**config.mk**
```make
export PLATFORM = sky130hd
export DESIGN_NAME = loop_replay
export DESIGN_NICKNAME = d
export VERILOG_FILES = /design/src/rtl/loop_replay_pkg.sv /design/src/rtl/loop_store_ram.sv /design/src/rtl/loop_replay.sv
export SDC_FILE = /design/constraint.sdc
export NUM_CORES = 1
export LEC_CHECK = 0
export CORE_UTILIZATION = 55
export DETAILED_ROUTE_END_ITERATION = 10
export DONT_BUFFER_PORTS = 1
export PLACE_DENSITY = 0.7
export SYNTH_ARGS = -nofsm -noshare
export SYNTH_HDL_FRONTEND = slang
export SYNTH_SLANG_ARGS = --single-unit
export TNS_END_PERCENT = 30
```
**constraint.sdc**
```tcl
create_clock -name clk -period 8.3 [get_ports clk]
set_input_delay 2.075 -clock clk [delete_from_list [all_inputs] [get_ports clk]]
set_output_delay 2.075 -clock clk [all_outputs]
set_load 0.005 [all_outputs]
```
**src/rtl/loop_replay_pkg.sv**
```systemverilog
// Shared definitions for the loop replay buffer: FSM encoding, sizing defaults
// and the instruction constants used by the capture side.
package loop_replay_pkg;

    localparam int DEPTH_DEFAULT = 8;
    localparam int IDX_W_DEFAULT = 3;

    localparam logic [1:0] ST_IDLE   = 2'd0;
    localparam logic [1:0] ST_FILL   = 2'd1;
    localparam logic [1:0] ST_PRIME  = 2'd2;
    localparam logic [1:0] ST_REPLAY = 2'd3;

    // RV32 major opcodes of the instructions that can close a loop body.
    localparam logic [6:0] OPC_JAL   = 7'b1101111;
    localparam logic [6:0] OPC_BTYPE = 7'b1100011;

    localparam logic [31:0] PC_INC = 32'd4;

endpackage

```
**src/rtl/loop_store_ram.sv**
```systemverilog
// Loop body storage: one write port, one registered read port, DEPTH x 32.
module loop_store_ram
    import loop_replay_pkg::*;
#(
    parameter int DEPTH = DEPTH_DEFAULT,
    parameter int IDX_W = IDX_W_DEFAULT
) (
    input  logic             clk,
    input  logic             wr_en,
    input  logic [IDX_W-1:0] wr_addr,
    input  logic [31:0]      wr_data,
    input  logic             rd_en,
    input  logic [IDX_W-1:0] rd_addr,
    output logic [31:0]      rd_data
);

    logic [31:0] mem [DEPTH];

    // NOTE: neither the array nor the read register is reset; the top gates
    // rd_data with its own reset-cleared state, so stale contents never escape.
    always_ff @(posedge clk) begin
        if (wr_en) mem[wr_addr] <= wr_data;
        if (rd_en) rd_data <= mem[rd_addr];
    end

endmodule

```
**src/rtl/loop_replay.sv**
```systemverilog
// Loop replay buffer: captures a short loop body, then replays it to decode
// while stalling fetch, until the loop-exit branch resolves as a mispredict.
module loop_replay
    import loop_replay_pkg::*;
#(
    parameter int DEPTH = DEPTH_DEFAULT,
    parameter int IDX_W = IDX_W_DEFAULT
) (
    input  logic        clk,
    input  logic        reset,
    input  logic        cap_valid,
    input  logic [31:0] cap_instr,
    input  logic [31:0] cap_pc,
    input  logic        cap_last,
    input  logic        cap_abort,
    input  logic        mispredict,
    input  logic        rep_ready,
    output logic        rep_valid,
    output logic [31:0] rep_instr,
    output logic [31:0] rep_pc,
    output logic        block_signal,
    output logic        flush,
    output logic [31:0] new_pc,
    output logic        overflow,
    output logic [15:0] iter_count
);

    localparam logic [IDX_W:0]   LEN_ONE  = (IDX_W + 1)'(1);
    localparam logic [IDX_W-1:0] IDX_ONE  = IDX_W'(1);
    localparam logic [IDX_W-1:0] IDX_LAST = IDX_W'(DEPTH - 1);

    logic [1:0]       state;
    logic [IDX_W-1:0] wptr;
    logic [IDX_W-1:0] rptr;
    logic [IDX_W:0]   len;
    logic [31:0]      base_pc;
    logic [31:0]      rd_data;

    logic             accept;
    logic             wrap;
    logic             wr_en;
    logic             rd_en;
    logic [IDX_W-1:0] wr_addr;
    logic [IDX_W-1:0] rd_addr;

    assign rep_valid    = (state == ST_REPLAY);
    assign block_signal = (state == ST_PRIME) || (state == ST_REPLAY);
    assign accept       = rep_valid && rep_ready && !mispredict;
    assign wrap         = (({1'b0, rptr} + LEN_ONE) == len);

    assign overflow = (state == ST_FILL) && cap_valid && !cap_abort && !cap_last
                      && (wptr == IDX_LAST);

    assign wr_en   = cap_valid && ((state == ST_IDLE)
                     || ((state == ST_FILL) && !cap_abort && !overflow));
    assign wr_addr = (state == ST_IDLE) ? '0 : wptr;

    // Read the entry rptr will point at after this edge, so data and pointer
    // move together and back-to-back accepts stream one instruction per cycle.
    assign rd_en   = (state == ST_PRIME) || accept;
    assign rd_addr = ((state == ST_PRIME) || wrap) ? '0 : rptr + IDX_ONE;

    assign rep_instr = rep_valid ? rd_data : '0;
    assign rep_pc    = rep_valid ? base_pc + PC_INC * 32'(rptr) : '0;
    assign flush     = rep_valid && mispredict;
    assign new_pc    = flush ? base_pc + PC_INC * 32'(len) : '0;

    loop_store_ram #(
        .DEPTH (DEPTH),
        .IDX_W (IDX_W)
    ) u_store (
        .clk     (clk),
        .wr_en   (wr_en),
        .wr_addr (wr_addr),
        .wr_data (cap_instr),
        .rd_en   (rd_en),
        .rd_addr (rd_addr),
        .rd_data (rd_data)
    );

    always_ff @(posedge clk or negedge reset) begin
        if (!reset) begin
            state      <= ST_IDLE;
            wptr       <= '0;
            rptr       <= '0;
            len        <= '0;
            base_pc    <= '0;
            iter_count <= '0;
        end else begin
            case (state)
                ST_IDLE: begin
                    if (cap_valid) begin
                        base_pc <= cap_pc;
                        wptr    <= IDX_ONE;
                        if (cap_last) begin
                            len   <= LEN_ONE;
                            state <= ST_PRIME;
                        end else begin
                            state <= ST_FILL;
                        end
                    end
                end
                ST_FILL: begin
                    if (cap_abort) begin
                        wptr  <= '0;
                        state <= ST_IDLE;
                    end else if (cap_valid) begin
                        if (cap_last) begin
                            len   <= {1'b0, wptr} + LEN_ONE;
                            wptr  <= wptr + IDX_ONE;
                            state <= ST_PRIME;
                        end else if (wptr == IDX_LAST) begin
                            wptr  <= '0;
                            state <= ST_IDLE;
                        end else begin
                            wptr <= wptr + IDX_ONE;
                        end
                    end
                end
                ST_PRIME: begin
                    rptr       <= '0;
                    iter_count <= '0;
                    state      <= ST_REPLAY;
                end
                ST_REPLAY: begin
                    if (mispredict) begin
                        state <= ST_IDLE;
                    end else if (rep_ready) begin
                        if (wrap) begin
                            rptr <= '0;
                            if (iter_count != 16'hFFFF) iter_count <= iter_count + 16'd1;
                        end else begin
                            rptr <= rptr + IDX_ONE;
                        end
                    end
                end
                default: state <= ST_IDLE;
            endcase
        end
    end

endmodule
```
# [After elaboration in Yosys (flattened, before gate mapping)]
# Memory sizes are Yosys's and may differ from the RTL's. A register that Yosys moved wholly into a read port is not among the register bits.
# Cells that the tools add are included.
[word_totals] register_bits=60 mem_bits_rw=256 input_bits=71 out_inout_bits=116 word_cells=95 mem_count=1
[op_classes] addsub=7 eq_ne=18 n_mux=36 n_reduce_logical=27
[mem_list] memory="u_store.mem" words=8 word_bits=32 rd=1 rd_ports_with_merged_regs=1 wr=1 line="loop_store_ram.sv:17" text="logic [31:0] mem [DEPTH];"
[op_table] cell="2-to-1 mux 32 bit" n=3
[op_table] cell="2-to-1 mux 16 bit" n=4
[op_table] cell="adder 32 x 5 -> 32 bit" n=1
[op_table] cell="adder 32 x 6 -> 32 bit" n=1
[op_table] cell="one-hot mux 16 bit (2 select lines)" n=1
[op_table] cell="2-to-1 mux 3 bit" n=10
[op_table] cell="2-to-1 mux 4 bit" n=5
[op_table] cell="adder 16 x 1 -> 16 bit (second input constant)" n=1
[op_table] cell="inequality test 16 bit (second input constant)" n=1
[op_table] cell="inequality test 2 bit (second input constant)" n=8
[op_table] cell="2-to-1 mux 2 bit" n=7
[op_table] cell="one-hot mux 3 bit (2 select lines)" n=2
[op_table] cell="logical AND 1 bit" n=10
[op_table] cell="adder 3 x 1 -> 4 bit (second input constant)" n=2
[op_table] cell="one-hot mux 2 bit (4 select lines)" n=1
[op_table] cell="one-hot mux 4 bit (2 select lines)" n=1
[op_table] cell="adder 3 x 1 -> 3 bit (second input constant)" n=2
[op_table] cell="AND reduction 3 bit" n=2
[op_table] cell="AND reduction 6 bit" n=1
[op_table] cell="AND reduction 5 bit" n=1
[op_table] cell="equality test 2 bit (second input constant)" n=2
[op_table] cell="equality test 4 bit" n=1
[op_table] cell="logical NOT 1 bit" n=4
[op_table] cell="logical OR 1 bit" n=4
[op_table] cell="10 further kinds" n=13

# [Logic depth before layout (Yosys ltp)]
[logic_depth] word_depth=11 depth_mapped=9 mapped_depth_nobuf=8

# [Modules after synthesis]
# From an unflattened synthesis, not the netlist that was laid out.
[unflattened] hier_cells=1005 area_unflattened_um2=15692.6
[modules_own_cells] mod="loop_store_ram" n_inst=1 cells_per_inst=415 area_each_um2=10786.6 seq_area_each_um2=8648.3
[modules_own_cells] mod="loop_replay" n_inst=1 cells_per_inst=590 area_each_um2=4906.0 seq_area_each_um2=1501.4

# [Least setup slack after synthesis]
# OpenSTA, ideal clock, no wires.
[synth_path] path_kind="input port to flip-flop" from="input cap_last" to="memory u_store.mem[6][0] (enable)" t_arrival_ns=5.733 setup_slack_ns=2.065 cell_stages=5 path_buffers=0 path_cell_list="nand2b_1 inv_1 o21ai_0 nand2_1 nor4_1"
[synth_via] elab_chain_len=9
[synth_rtl] element="from (decl)" line="loop_replay.sv:14" text="input logic cap_last,"
[synth_rtl] element="logical NOT 1 bit" line="loop_replay.sv:51" text="assign overflow = (state == ST_FILL) && cap_valid && !cap_abort && !cap_last"
[synth_rtl] element="logical AND 1 bit" line="loop_replay.sv:51"
[synth_rtl] element="logical AND 1 bit" line="loop_replay.sv:52" text="&& (wptr == IDX_LAST);"
[synth_rtl] element="logical NOT 1 bit" line="loop_replay.sv:55" text="|| ((state == ST_FILL) && !cap_abort && !overflow));"
[synth_rtl] element="logical AND 1 bit" line="loop_replay.sv:55"
[synth_rtl] element="logical OR 1 bit" line="loop_replay.sv:55"
[synth_rtl] element="logical AND 1 bit" line="loop_replay.sv:54" text="assign wr_en = cap_valid && ((state == ST_IDLE)"
[synth_rtl] element="2-to-1 mux 1 bit" line="loop_store_ram.sv:22" text="if (wr_en) mem[wr_addr] <= wr_data;"
[synth_rtl] element="2-to-1 mux 1 bit (not written as such)" line="loop_store_ram.sv:22"
[synth_rtl] element="to (decl)" line="loop_store_ram.sv:17"
# Every way passes these cells.

# [Worst setup path in the final report]
[layout_path] from="register state[0]" to="output new_pc[27]"
[layout_via] elab_chain_len=3
[layout_rtl] element="from (decl)" line="loop_replay.sv:32" text="logic [1:0] state;"
[layout_rtl] element="from (signal assigned)" line="loop_replay.sv:83" text="state <= ST_IDLE;"
[layout_rtl] element="from (signal assigned)" line="loop_replay.sv:97" text="state <= ST_PRIME;"
[layout_rtl] element="from (signal assigned)" line="loop_replay.sv:99" text="state <= ST_FILL;"
[layout_rtl] element="equality test 2 bit" line="loop_replay.sv:46" text="assign rep_valid = (state == ST_REPLAY);"
[layout_rtl] element="named net rep_valid" line="loop_replay.sv:18" text="output logic rep_valid,"
[layout_rtl] element="logical AND 1 bit" line="loop_replay.sv:65" text="assign flush = rep_valid && mispredict;"
[layout_rtl] element="named net flush" line="loop_replay.sv:22" text="output logic flush,"
[layout_rtl] element="2-to-1 mux 32 bit" line="loop_replay.sv:66" text="assign new_pc = flush ? base_pc + PC_INC * 32'(len) : '0;"
[layout_rtl] element="to (decl)" line="loop_replay.sv:23" text="output logic [31:0] new_pc,"
# The timed path passes the listed nets, and every way through them passes these cells.

==> flow_summary.html <==
<table>
<tr><th>Metric</th><th>Value</th></tr>
<tr><th colspan="2">Pwr</th></tr>
<tr><td>PD cells</td><td>355 nW/um^2</td></tr>
<tr><td>Cell Int Power</td><td>0.00403 W</td></tr>
<tr><td>Pwr Total</td><td>0.00622 W</td></tr>
<tr><td>Portion of total power attributed to the clock network</td><td>0.268</td></tr>
<tr><td>Standby leakage power</td><td>5.82 nW</td></tr>
<tr><td>Share of power burned in registers</td><td>0.413</td></tr>
<tr><td>Sw Ratio</td><td>0.352</td></tr>
<tr><td>Net switching power of the design</td><td>0.00219 W</td></tr>
<tr><td>Combinational share of power</td><td>0.319</td></tr>
<tr><td>Worst voltage drop across the vdd grid</td><td>325 uV</td></tr>
<tr><th colspan="2">Yosys</th></tr>
<tr><td>Post-synthesis net count</td><td>1266</td></tr>
<tr><td>Adder and majority cell fraction of the synthesized area</td><td>0.0111</td></tr>
<tr><td>Share of flip-flops with an asynchronous set or reset</td><td>0.172</td></tr>
<tr><td>Fraction of the yosys area taken by sequential cells</td><td>0.635</td></tr>
<tr><td>Synthesis Warnings</td><td>0</td></tr>
<tr><td>Post-synthesis compound-gate area fraction</td><td>0.121</td></tr>
<tr><td>Number of synthesized flops with an enable pin</td><td>288</td></tr>
<tr><td>Syn Std Cell Area</td><td>16000 um^2</td></tr>
<tr><td>Avg Inst Size Synth</td><td>13.5 um^2</td></tr>
<tr><td>Simple-gate share of the synthesized area</td><td>0.0926</td></tr>
<tr><td>Combinational family with the most area after synthesis</td><td>compound AO/OA/AOI/OAI gates</td></tr>
<tr><td>Register bit count reported by yosys</td><td>348</td></tr>
<tr><td>Mux share of post-synthesis cell area</td><td>0.0887</td></tr>
<tr><td>Most frequently used flop master after synthesis</td><td>sky130_fd_sc_hd__edfxtp_1</td></tr>
<tr><td>Post-Syn Instances</td><td>1182</td></tr>
<tr><td>Unique cell type count in the Yosys netlist</td><td>72</td></tr>
<tr><td>Xor/xnor share of the synthesized area</td><td>0.0201</td></tr>
<tr><th colspan="2">Finish</th></tr>
<tr><td>Number of standard cells in the final layout excluding fillers</td><td>1566</td></tr>
<tr><td>Layout cell share with drive strength beyond 1</td><td>0.161</td></tr>
<tr><td>Area growth from synthesis to final layout</td><td>9.55%</td></tr>
<tr><td>Final design area excluding fillers</td><td>17500 um^2</td></tr>
<tr><td>Number of inserted diodes</td><td>0</td></tr>
<tr><td>Nets</td><td>1237</td></tr>
<tr><th colspan="2">Routing</th></tr>
<tr><td>Routed wire length per instance</td><td>23.1 um</td></tr>
<tr><td>Number of DRC markers after the initial detailed-route iteration</td><td>769</td></tr>
<tr><td>Via total after detailed routing</td><td>9927</td></tr>
<tr><td>Router iterations before antenna repair</td><td>5</td></tr>
<tr><td>Antenna Violating Nets Remaining</td><td>0</td></tr>
<tr><td>Count of unresolved DRC violations after routing</td><td>0</td></tr>
<tr><td>Mean number of vias per cell</td><td>6.34</td></tr>
<tr><td>Routed wire length</td><td>36100 um</td></tr>
<tr><th colspan="2">GRT</th></tr>
<tr><td>Met3 Usage GRT</td><td>0.0538</td></tr>
<tr><td>Gr busiest metal</td><td>met2</td></tr>
<tr><td>Global routing met2 resource utilization</td><td>0.391</td></tr>
<tr><td>Global-route wire length before repair</td><td>53400 um</td></tr>
<tr><td>Global routing usage summed across all routing layers</td><td>0.239</td></tr>
<tr><td>Global routing usage on met1</td><td>0.319</td></tr>
<tr><td>GRT Residual Overflow</td><td>0</td></tr>
<tr><td>Number of antenna violations at the first check in global routing</td><td>0</td></tr>
<tr><td>Maximum number of pins on one net before global-route repair</td><td>66</td></tr>
<tr><td>Via count of the first global-routing pass</td><td>9326</td></tr>
<tr><th colspan="2">Setup path</th></tr>
<tr><td>WS Path Type</td><td>register to output pin</td></tr>
<tr><td>Critical Path End Type</td><td>output pin</td></tr>
<tr><td>Category of the worst setup path launch point</td><td>register</td></tr>
<tr><td>Data arrival time of the worst path</td><td>4.25 ns</td></tr>
<tr><td>CP required</td><td>6.23 ns</td></tr>
<tr><td>CP Max Fanout</td><td>55</td></tr>
<tr><th colspan="2">Clock network</th></tr>
<tr><td>Post-CTS setup buffer count</td><td>0</td></tr>
<tr><td>TritonCTS clock tree</td><td>built</td></tr>
<tr><td>Hold Buf Count CTS</td><td>0</td></tr>
<tr><td>Buffer cell driving the clock tree root</td><td>sky130_fd_sc_hd__clkbuf_16</td></tr>
<tr><td>Clk_lat worst skew</td><td>0.53 ns</td></tr>
<tr><td>Clock edge transition at the registers on the reported setup and hold paths</td><td>0.06 ns</td></tr>
<tr><td>H-tree levels</td><td>2</td></tr>
<tr><td>CTS-repair resized insts</td><td>0</td></tr>
<tr><td>Number of CTS-inserted buffers</td><td>37</td></tr>
<tr><td>Bufs on Longest Clock Path</td><td>3</td></tr>
<tr><td>Total clock sinks</td><td>348</td></tr>
<tr><th colspan="2">Placed design</th></tr>
<tr><td>Post-detailed-placement cell area</td><td>16300 um^2</td></tr>
<tr><td>Number of placed instances with taps included</td><td>1498</td></tr>
<tr><td>RD Place Congestion</td><td>0.853</td></tr>
<tr><td>Port buffer count</td><td>0</td></tr>
<tr><td>Detailed placement HPWL</td><td>20400 um</td></tr>
<tr><th colspan="2">Die</th></tr>
<tr><td>Die width</td><td>172 um</td></tr>
<tr><td>Placeable core region</td><td>28600 um^2</td></tr>
<tr><td>Starting utilization of the core area</td><td>0.558</td></tr>
<tr><td>I/O pin count</td><td>187</td></tr>
<tr><td>Vertical die dimension</td><td>172 um</td></tr>
<tr><td>Core Rows</td><td>62</td></tr>
<tr><td>Area enclosed by the die boundary</td><td>29700 um^2</td></tr>
<tr><th colspan="2">STA</th></tr>
<tr><td>Final worst path period share</td><td>0.761</td></tr>
<tr><td>Top achievable clock speed</td><td>0.158 GHz</td></tr>
<tr><td>Final setup violation count</td><td>0</td></tr>
<tr><td>Worst slew pin tran</td><td>1.10 ns</td></tr>
<tr><td>Final hold vios</td><td>0</td></tr>
<tr><td>RSZ-0062 raised after global routing</td><td>no</td></tr>
<tr><td>Pins Over Slew Limit</td><td>0</td></tr>
<tr><td>Final Skew</td><td>0.0164 ns</td></tr>
<tr><td>Crit path time final</td><td>6.32 ns</td></tr>
<tr><td>Setup_tns</td><td>0 ns</td></tr>
<tr><td>Max-slew headroom at the worst pin</td><td>0.267</td></tr>
<tr><th colspan="2">Status</th></tr>
<tr><td>Result of the run</td><td>finished clean</td></tr>
<tr><th colspan="2">Min path</th></tr>
<tr><td>Worst hold-check path type</td><td>register to register</td></tr>
<tr><th colspan="2">Job</th></tr>
<tr><td>Maxcap violations</td><td>0</td></tr>
</table>
final cells by class:
cell class	count	area (um^2)
sequential	348	10200
clock buffer	42	966
inverter	24	90.1
tap	384	480
fill	2127	11100
timing repair buffer	19	143
multi-input combinational	723	5390
clock inverter	26	279
registers in the layout, indices dropped and copies added, names as in the netlist:
name,cells
len,4
u_store.mem,256
base_pc,32
rptr,3
iter_count,16
state,2
wptr,3
u_store.rd_data,32
through the flow:
step / setup WS [ns] / utilization / hold WS [ns]
after floorplan: 2.07 / - / 0.488
after detailed placement: 2.46 / 0.568 / 0.525
after CTS: 1.91 / 0.612 / 0.539
after global routing: 1.53 / 0.612 / 0.564
after global placement: 2.70 / 0.568 / 0.525
final: 1.98 / 0.612 / 0.541
logic make-up (layout without fill, tap and decap cells):
kind of cell | after synthesis | count (layout)
adder cells (fa/ha/maj) | 13 | 13
AO/OA/AOI/OAI | 284 | 284
XOR/XNOR | 32 | 32
flip-flops | 348 | 348
buffers and inverters | 111 | 111
AND/OR/NAND/NOR | 264 | 264
multiplexers | 130 | 130
synthesized netlist by cell type (all sizes together) (5+ instances only):
| master | count | area, um^2 |
|---|---|---|
| o21ai | 66 | 330 |
| buf | 28 | 191 |
| and2 | 6 | 37.5 |
| nand2 | 53 | 201 |
| o31ai | 16 | 120 |
| dfrtp | 60 | 1500 |
| edfxtp | 288 | 8650 |
| o21a | 33 | 248 |
| xnor2 | 26 | 235 |
| ha | 11 | 138 |
| nor4 | 13 | 100 |
| a211oi | 36 | 283 |
| nand4 | 14 | 109 |
| mux2 | 93 | 1050 |
| nor2 | 45 | 176 |
| o32ai | 32 | 280 |
| or4 | 18 | 135 |
| or3 | 17 | 106 |
| a21oi | 43 | 215 |
| xor2 | 5 | 62.6 |
| nand3 | 15 | 87.6 |
| and3 | 42 | 264 |
| inv | 21 | 78.8 |
| nor2b | 5 | 31.3 |
| mux2i | 37 | 370 |
| and4 | 7 | 63.8 |
| nand2b | 9 | 56.3 |
| o22ai | 33 | 206 |
| nor3 | 17 | 90.1 |
| clkbuf | 58 | 218 |
metal layers:
metal  share of wire  up-vias
li1                -     4553
met3           0.092       66
met2            0.47      443
met5               0        -
met1            0.42     4865
met4           0.022        0
path summary, 6_finish.rpt:
path                                       end  cells past startpoint       start  slack [ns]
max in group asynchronous           base_pc[7]                      0       reset        6.94
max reg2reg                u_store.rd_data[10]                      7    state[1]        4.49
max                                 new_pc[27]                      6    state[0]        1.98
min                                 base_pc[0]                      1  base_pc[0]        0.54
min in group asynchronous           base_pc[4]                      0       reset        1.25
min reg2reg                         base_pc[0]                      1  base_pc[0]        0.54
cell usage in the layout (no fill, tap or decap), types with 11 or more instances in the layout:
master / instances
sky130_fd_sc_hd__edfxtp_1: 288
sky130_fd_sc_hd__mux2_2: 84
sky130_fd_sc_hd__o21ai_0: 64
sky130_fd_sc_hd__dfrtp_1: 57
sky130_fd_sc_hd__nand2_1: 51
sky130_fd_sc_hd__a21oi_1: 43
sky130_fd_sc_hd__and3_1: 41
sky130_fd_sc_hd__nor2_1: 41
sky130_fd_sc_hd__clkbuf_16: 38
sky130_fd_sc_hd__mux2i_1: 37
sky130_fd_sc_hd__a211oi_1: 35
sky130_fd_sc_hd__o21a_1: 33
sky130_fd_sc_hd__o22ai_1: 33
sky130_fd_sc_hd__o32ai_1: 32
sky130_fd_sc_hd__xnor2_1: 25
sky130_fd_sc_hd__inv_1: 21
sky130_fd_sc_hd__buf_4: 19
sky130_fd_sc_hd__or4_1: 18
sky130_fd_sc_hd__or3_1: 17
sky130_fd_sc_hd__o31ai_1: 16
sky130_fd_sc_hd__clkinv_1: 14
sky130_fd_sc_hd__nand3_1: 14
sky130_fd_sc_hd__nor3_1: 13
sky130_fd_sc_hd__nand4_1: 12
sky130_fd_sc_hd__ha_1: 11
worst max-delay path, cell delays in order, from the launching register on:
cell and delay, ns:
sky130_fd_sc_hd__dfrtp_2 0.98, sky130_fd_sc_hd__nand2_1 0.90, sky130_fd_sc_hd__inv_1 0.49, sky130_fd_sc_hd__nand2_1 0.62, sky130_fd_sc_hd__inv_1 0.46, sky130_fd_sc_hd__nand2b_1 0.09
sky130_fd_sc_hd__mux2i_1 0.18
power by group through the flow:
stage	clock (W)	sequential (W)	combinational, W
final	0.00167	0.00257	0.00198
after global routing	0.00176	0.00261	0.00216
after CTS	0.00169	0.00256	0.00199
after detailed placement	0	0.00260	0.00198
after global placement	0	0.00259	0.00196
after floorplan	0	0.00241	0.00163
Note: power is estimated with default switching activity, not from simulation.
